## config.mk

```make
export PLATFORM = sky130hd
export DESIGN_NAME = cell_eval_sched
export DESIGN_NICKNAME = d
export VERILOG_FILES = /design/src/rtl/cell_sched_pkg.sv /design/src/rtl/cell_sched_fifo.sv /design/src/rtl/cell_eval_sched.sv
export SDC_FILE = /design/constraint.sdc
export NUM_CORES = 1
export LEC_CHECK = 0
export ABC_AREA = 1
export BUFFER_PORTS_ARGS = -buffer_cell sky130_fd_sc_hd__buf_4
export CORE_AREA = 2 2 122 242
export DETAILED_ROUTE_END_ITERATION = 8
export DIE_AREA = 0 0 124 244
export GPL_ROUTABILITY_DRIVEN = 0
export PLACE_DENSITY_LB_ADDON = 0.08
export SYNTH_ARGS = -nofsm -noshare
export SYNTH_HDL_FRONTEND = slang
export SYNTH_HIERARCHICAL = 1
export SYNTH_SLANG_ARGS = --single-unit
```

## constraint.sdc

```tcl
create_clock -name clkin_data -period 7.8 [get_ports clkin_data]
set_input_delay 0.78 -clock clkin_data [delete_from_list [all_inputs] [get_ports clkin_data]]
set_output_delay 0.78 -clock clkin_data [all_outputs]
set_load 0.02 [all_outputs]
```

## src/rtl/cell_sched_pkg.sv

```systemverilog
// Shared types and the combinational cell function for the cell evaluation sequencer.
package cell_sched_pkg;

  typedef enum logic [1:0] {IDLE, EVAL, HOLD} state_e;

  localparam int OUT_C0_BIT = 32;
  localparam int SEL_BIT    = 93;
  localparam int A_BIT      = 78;
  localparam int B_BIT      = 2;
  localparam int AND_HI_BIT = 14;
  localparam int AND_LO_BIT = 11;

  // Mux/invert cell feeding a 2-bit AND cell; every other result bit stays zero.
  function automatic logic [95:0] cell_eval(input logic [95:0] w);
    logic        c0;
    logic [95:0] r;
    c0            = ~(w[SEL_BIT] ? w[A_BIT] : w[B_BIT]);
    r             = '0;
    r[OUT_C0_BIT] = c0;
    r[1]          = w[AND_HI_BIT] & c0;
    r[0]          = w[AND_LO_BIT] & c0;
    return r;
  endfunction

endpackage

```

## src/rtl/cell_sched_fifo.sv

```systemverilog
// Synchronous FIFO; pointers carry one extra wrap bit to tell full from empty.
module cell_sched_fifo #(
  parameter int DEPTH  = 4,
  parameter int DATA_W = 96
) (
  input  logic              clk_i,
  input  logic              rst_i,
  input  logic              push_i,
  input  logic [DATA_W-1:0] data_i,
  input  logic              pop_i,
  output logic [DATA_W-1:0] data_o,
  output logic              full_o,
  output logic              empty_o
);

  localparam int AW = $clog2(DEPTH);

  logic [DATA_W-1:0] mem_q [DEPTH];
  logic [AW:0]       wr_ptr_q, wr_ptr_d;
  logic [AW:0]       rd_ptr_q, rd_ptr_d;
  logic              do_push, do_pop;

  assign empty_o = (wr_ptr_q == rd_ptr_q);
  assign full_o  = (wr_ptr_q[AW] != rd_ptr_q[AW]) &&
                   (wr_ptr_q[AW-1:0] == rd_ptr_q[AW-1:0]);
  assign do_push = push_i && !full_o;
  assign do_pop  = pop_i && !empty_o;
  assign data_o  = mem_q[rd_ptr_q[AW-1:0]];

  always_comb begin
    wr_ptr_d = wr_ptr_q;
    rd_ptr_d = rd_ptr_q;
    if (do_push) wr_ptr_d = wr_ptr_q + 1'b1;
    if (do_pop)  rd_ptr_d = rd_ptr_q + 1'b1;
  end

  always_ff @(posedge clk_i) begin
    if (rst_i) begin
      wr_ptr_q <= '0;
      rd_ptr_q <= '0;
    end else begin
      wr_ptr_q <= wr_ptr_d;
      rd_ptr_q <= rd_ptr_d;
    end
  end

  always_ff @(posedge clk_i) begin
    if (do_push) mem_q[wr_ptr_q[AW-1:0]] <= data_i;
  end

endmodule

```

## src/rtl/cell_eval_sched.sv

```systemverilog
// Buffers stimulus words, evaluates each over a fixed window and holds the
// registered result until the sink takes it.
module cell_eval_sched
  import cell_sched_pkg::*;
#(
  parameter int DATA_W      = 96,
  parameter int DEPTH       = 4,
  parameter int EVAL_CYCLES = 2
) (
  input  logic              clkin_data,
  input  logic              rst_data,
  input  logic              in_valid,
  output logic              in_ready,
  input  logic [DATA_W-1:0] in_data,
  output logic              out_valid,
  input  logic              out_ready,
  output logic [DATA_W-1:0] out_data,
  output logic              busy,
  output logic [15:0]       eval_count
);

  localparam int CW = (EVAL_CYCLES > 1) ? $clog2(EVAL_CYCLES) : 1;
  localparam logic [CW-1:0] CNT_RELOAD = CW'(EVAL_CYCLES - 1);

  state_e            state_q;
  logic [CW-1:0]     cnt_q;
  logic [DATA_W-1:0] w_q;
  logic [DATA_W-1:0] out_data_q;
  logic              out_valid_q;
  logic [15:0]       eval_cnt_q, eval_cnt_d;

  logic              fifo_full, fifo_empty, fifo_pop;
  logic [DATA_W-1:0] fifo_dout;

  cell_sched_fifo #(.DEPTH(DEPTH), .DATA_W(DATA_W)) u_fifo (
    .clk_i   (clkin_data),
    .rst_i   (rst_data),
    .push_i  (in_valid && !fifo_full),
    .data_i  (in_data),
    .pop_i   (fifo_pop),
    .data_o  (fifo_dout),
    .full_o  (fifo_full),
    .empty_o (fifo_empty)
  );

  // Head leaves the FIFO whenever the FSM is free to start a new word.
  assign fifo_pop = !fifo_empty &&
                    ((state_q == IDLE) || ((state_q == HOLD) && out_ready));

  assign eval_cnt_d = eval_cnt_q + {15'd0, out_valid_q && out_ready};

  always_ff @(posedge clkin_data) begin
    if (rst_data) begin
      state_q     <= IDLE;
      cnt_q       <= '0;
      w_q         <= '0;
      out_data_q  <= '0;
      out_valid_q <= 1'b0;
      eval_cnt_q  <= '0;
    end else begin
      eval_cnt_q <= eval_cnt_d;
      case (state_q)
        IDLE: begin
          if (!fifo_empty) begin
            w_q     <= fifo_dout;
            cnt_q   <= CNT_RELOAD;
            state_q <= EVAL;
          end
        end
        EVAL: begin
          if (cnt_q != '0) begin
            cnt_q <= cnt_q - 1'b1;
          end else begin
            out_data_q  <= cell_eval(w_q);
            out_valid_q <= 1'b1;
            state_q     <= HOLD;
          end
        end
        HOLD: begin
          if (out_ready) begin
            out_valid_q <= 1'b0;
            if (!fifo_empty) begin
              w_q     <= fifo_dout;
              cnt_q   <= CNT_RELOAD;
              state_q <= EVAL;
            end else begin
              state_q <= IDLE;
            end
          end
        end
        default: state_q <= IDLE;
      endcase
    end
  end

  assign in_ready   = !fifo_full;
  assign out_valid  = out_valid_q;
  assign out_data   = out_data_q;
  assign busy       = (state_q != IDLE) || !fifo_empty;
  assign eval_count = eval_cnt_q;

endmodule
```

==> out/metrics.yaml <==
outcome:
  outcome: "complete, no violations"
floorplan:
  rows: 87
  initial_core_util_pct: 12.0
  fp.dieH_um: 244
  core_sq_mm: 0.0283
  die_w_um: 124
  num_io_pins: 215
  die_area_sq_mm: 0.0303
yosys:
  syn_area_per_cell_sq_um: 7.90
  netlist_area_sq_mm: 0.00339
  synthCells: 429
  yosysWarnings: 6
flow_run:
  drv_cap: 0
timing:
  hold_viol_final: 0
  fmax_ghz: 0.411
  setup_viol: 0
  rsz0062_at_grt: "no"
  finalCriticalPeriod_ps: 2430
  tns_ps: 0
  tightestPinTransition_ps: 703
  period_share_pct: 31.2
  clock_skew_ps: 12.1
  drv_slew: 0
  slew_headroom_pct: 53.0
routing:
  vias: 2275
  wl_per_cell_um: 11.0
  detail_route.iter0.violations: 76
  route.detailed.drc: 0
  drt_first_pass_iters: 4
  routed_wl_um: 8740
  ant_nets: 0
  via_per_inst: 2.87
global_routing:
  overflow: 0
  grt_busiest_layer: "met2"
  grt_use_met1_pct: 5.23
  antenna_found_initial: 0
  grt_max_degree: 21
  grt_pass1_wl_um: 13100
  gr-usage-all-layers_pct: 6.09
  grt_pass1_vias: 2144
  gr-usage-met2_pct: 12.6
  use_met3_pct: 1.47
worst_setup_path:
  critPathArrivalTime_ps: 1650
  slowest_stage: "dfxtp_1"
  reg2reg_slack_ps: 5470
  required_ps: 7020
  rr_worst_depth: 8
  crit_chain: "inv_1 > nand2_1 > nand2_1 > nand3_1 > inv_1 > nand3_1 > buf_4"
  endpoint_kind: "output port"
  worstSetupStartpointType: "flip-flop"
  critical_path_class: "flip-flop to output port"
  worstReg2RegEnd: "u_fifo/mem_q[0][11]"
  critPathMaxStageDelay_ps: 370
  crit_fanout: 7
  timing.rr.start: "u_fifo/wr_ptr_q[0]"
clock_network:
  cts.path.max_buffers: 2
  cts_setup_buffers: 0
  clkLatencyLatePin_ps: 320
  cts_sinks: 56
  hold_buffers: 0
  root_buffer: "clkbuf_16"
  cts_max_level: 2
  clkTransAtPathRegs_ps: 90
  ctsResizeCount: 0
  numCtsBuffers: 5
  cts_tree: "built"
finish:
  antenna_cells: 0
  nNetsFinal: 545
  final_area_sq_mm: 0.00366
  drive_gt1_share_pct: 11.4
  layout_commonest_cell: "conb_1"
  syn2layout_area_growth_pct: 8.08
  multiInputGateArea_sq_mm: 0.00135
  final_cell_mix: "conb_1, nand2_1, nor2_1"
  stdcell_count: 794
  area.sequential_sq_mm: 0.00132
  nFillCells: 3273
pwr:
  vdd_ir_drop_max_v: 0.0000822
  powerDensity_mw_per_mm2: 235
  power_leakage_nw: 1.57
worst_hold_path:
  hold_path.class: "flip-flop to flip-flop"
  hold_depth: 2
  hold_end: "w_q[2]"
  hold_start: "w_q[2]"
place:
  placedInstanceArea_sq_mm: 0.00350
  place_inst: 786
  dp_hpwl_um: 6920
  portBuffers: 30
-- flip-flops by register name (all words and copies together) (netlist names), named ones only --
register and flops:
cnt_q 1, eval_count 16, out_data 3, out_valid 1, state_q 2, u_fifo/mem_q 20
u_fifo/rd_ptr_q 3, u_fifo/wr_ptr_q 3, w_q 5
-- area by class of cell --
| type | count | share of cell area [%] |
|---|---|---|
| Sequential cell | 56 | 36.1 |
| Timing Repair Buffer | 30 | 6.15 |
| Tap cell | 356 | 12.2 |
| Multi-Input combinational cell | 301 | 36.8 |
| Clock buffer | 5 | 3.42 |
| Clock inverter | 3 | 0.922 |
| Inverter | 43 | 4.47 |
-- metrics by stage --
stage	utilization [%]	worst slack [ps]	power, mW	hold WS (ps)
2_1_floorplan	-	5880	0.632	424
3_3_place_gp	12.4	5320	0.622	446
3_5_place_dp	12.4	5360	0.622	448
4_1_cts	12.9	5250	0.893	462
5_1_grt	12.9	5130	0.926	481
6_report	12.9	5370	0.862	459
-- worst max path at each step --
stage	slack [ps]	endpoint	cells after the start	startpoint
6_report	5370	busy	7	u_fifo/wr_ptr_q[0]
5_1_grt	5130	busy	7	u_fifo/wr_ptr_q[0]
4_1_cts	5250	busy	7	u_fifo/wr_ptr_q[0]
3_5_place_dp	5360	u_fifo/mem_q[0][78]	8	u_fifo/wr_ptr_q[0]
3_3_place_gp	5320	u_fifo/mem_q[0][78]	8	u_fifo/wr_ptr_q[0]
2_1_floorplan	5880	eval_count[14]	11	out_ready
-- critical path: cells and delay by family, from the launching register on --
family / cells / cell delay [ps]
buf+inv: 3 / 460
flops: 1 / 370
simple gates: 4 / 500
-- where the power goes --
group          total (mW)  switching [mW]  internal [mW]
logic               0.234           0.169         0.0650
clock network       0.256           0.131          0.124
registers           0.372          0.0319          0.340
-- routing by layer --
layer  share of wire (%)  vias to the layer above
met5                   0                        -
met4                 2.0                        0
met3                 5.0                        6
met2                  61                       81
met1                  32                     1038
li1                    -                     1150
Note: power is estimated with default switching activity, not from simulation.
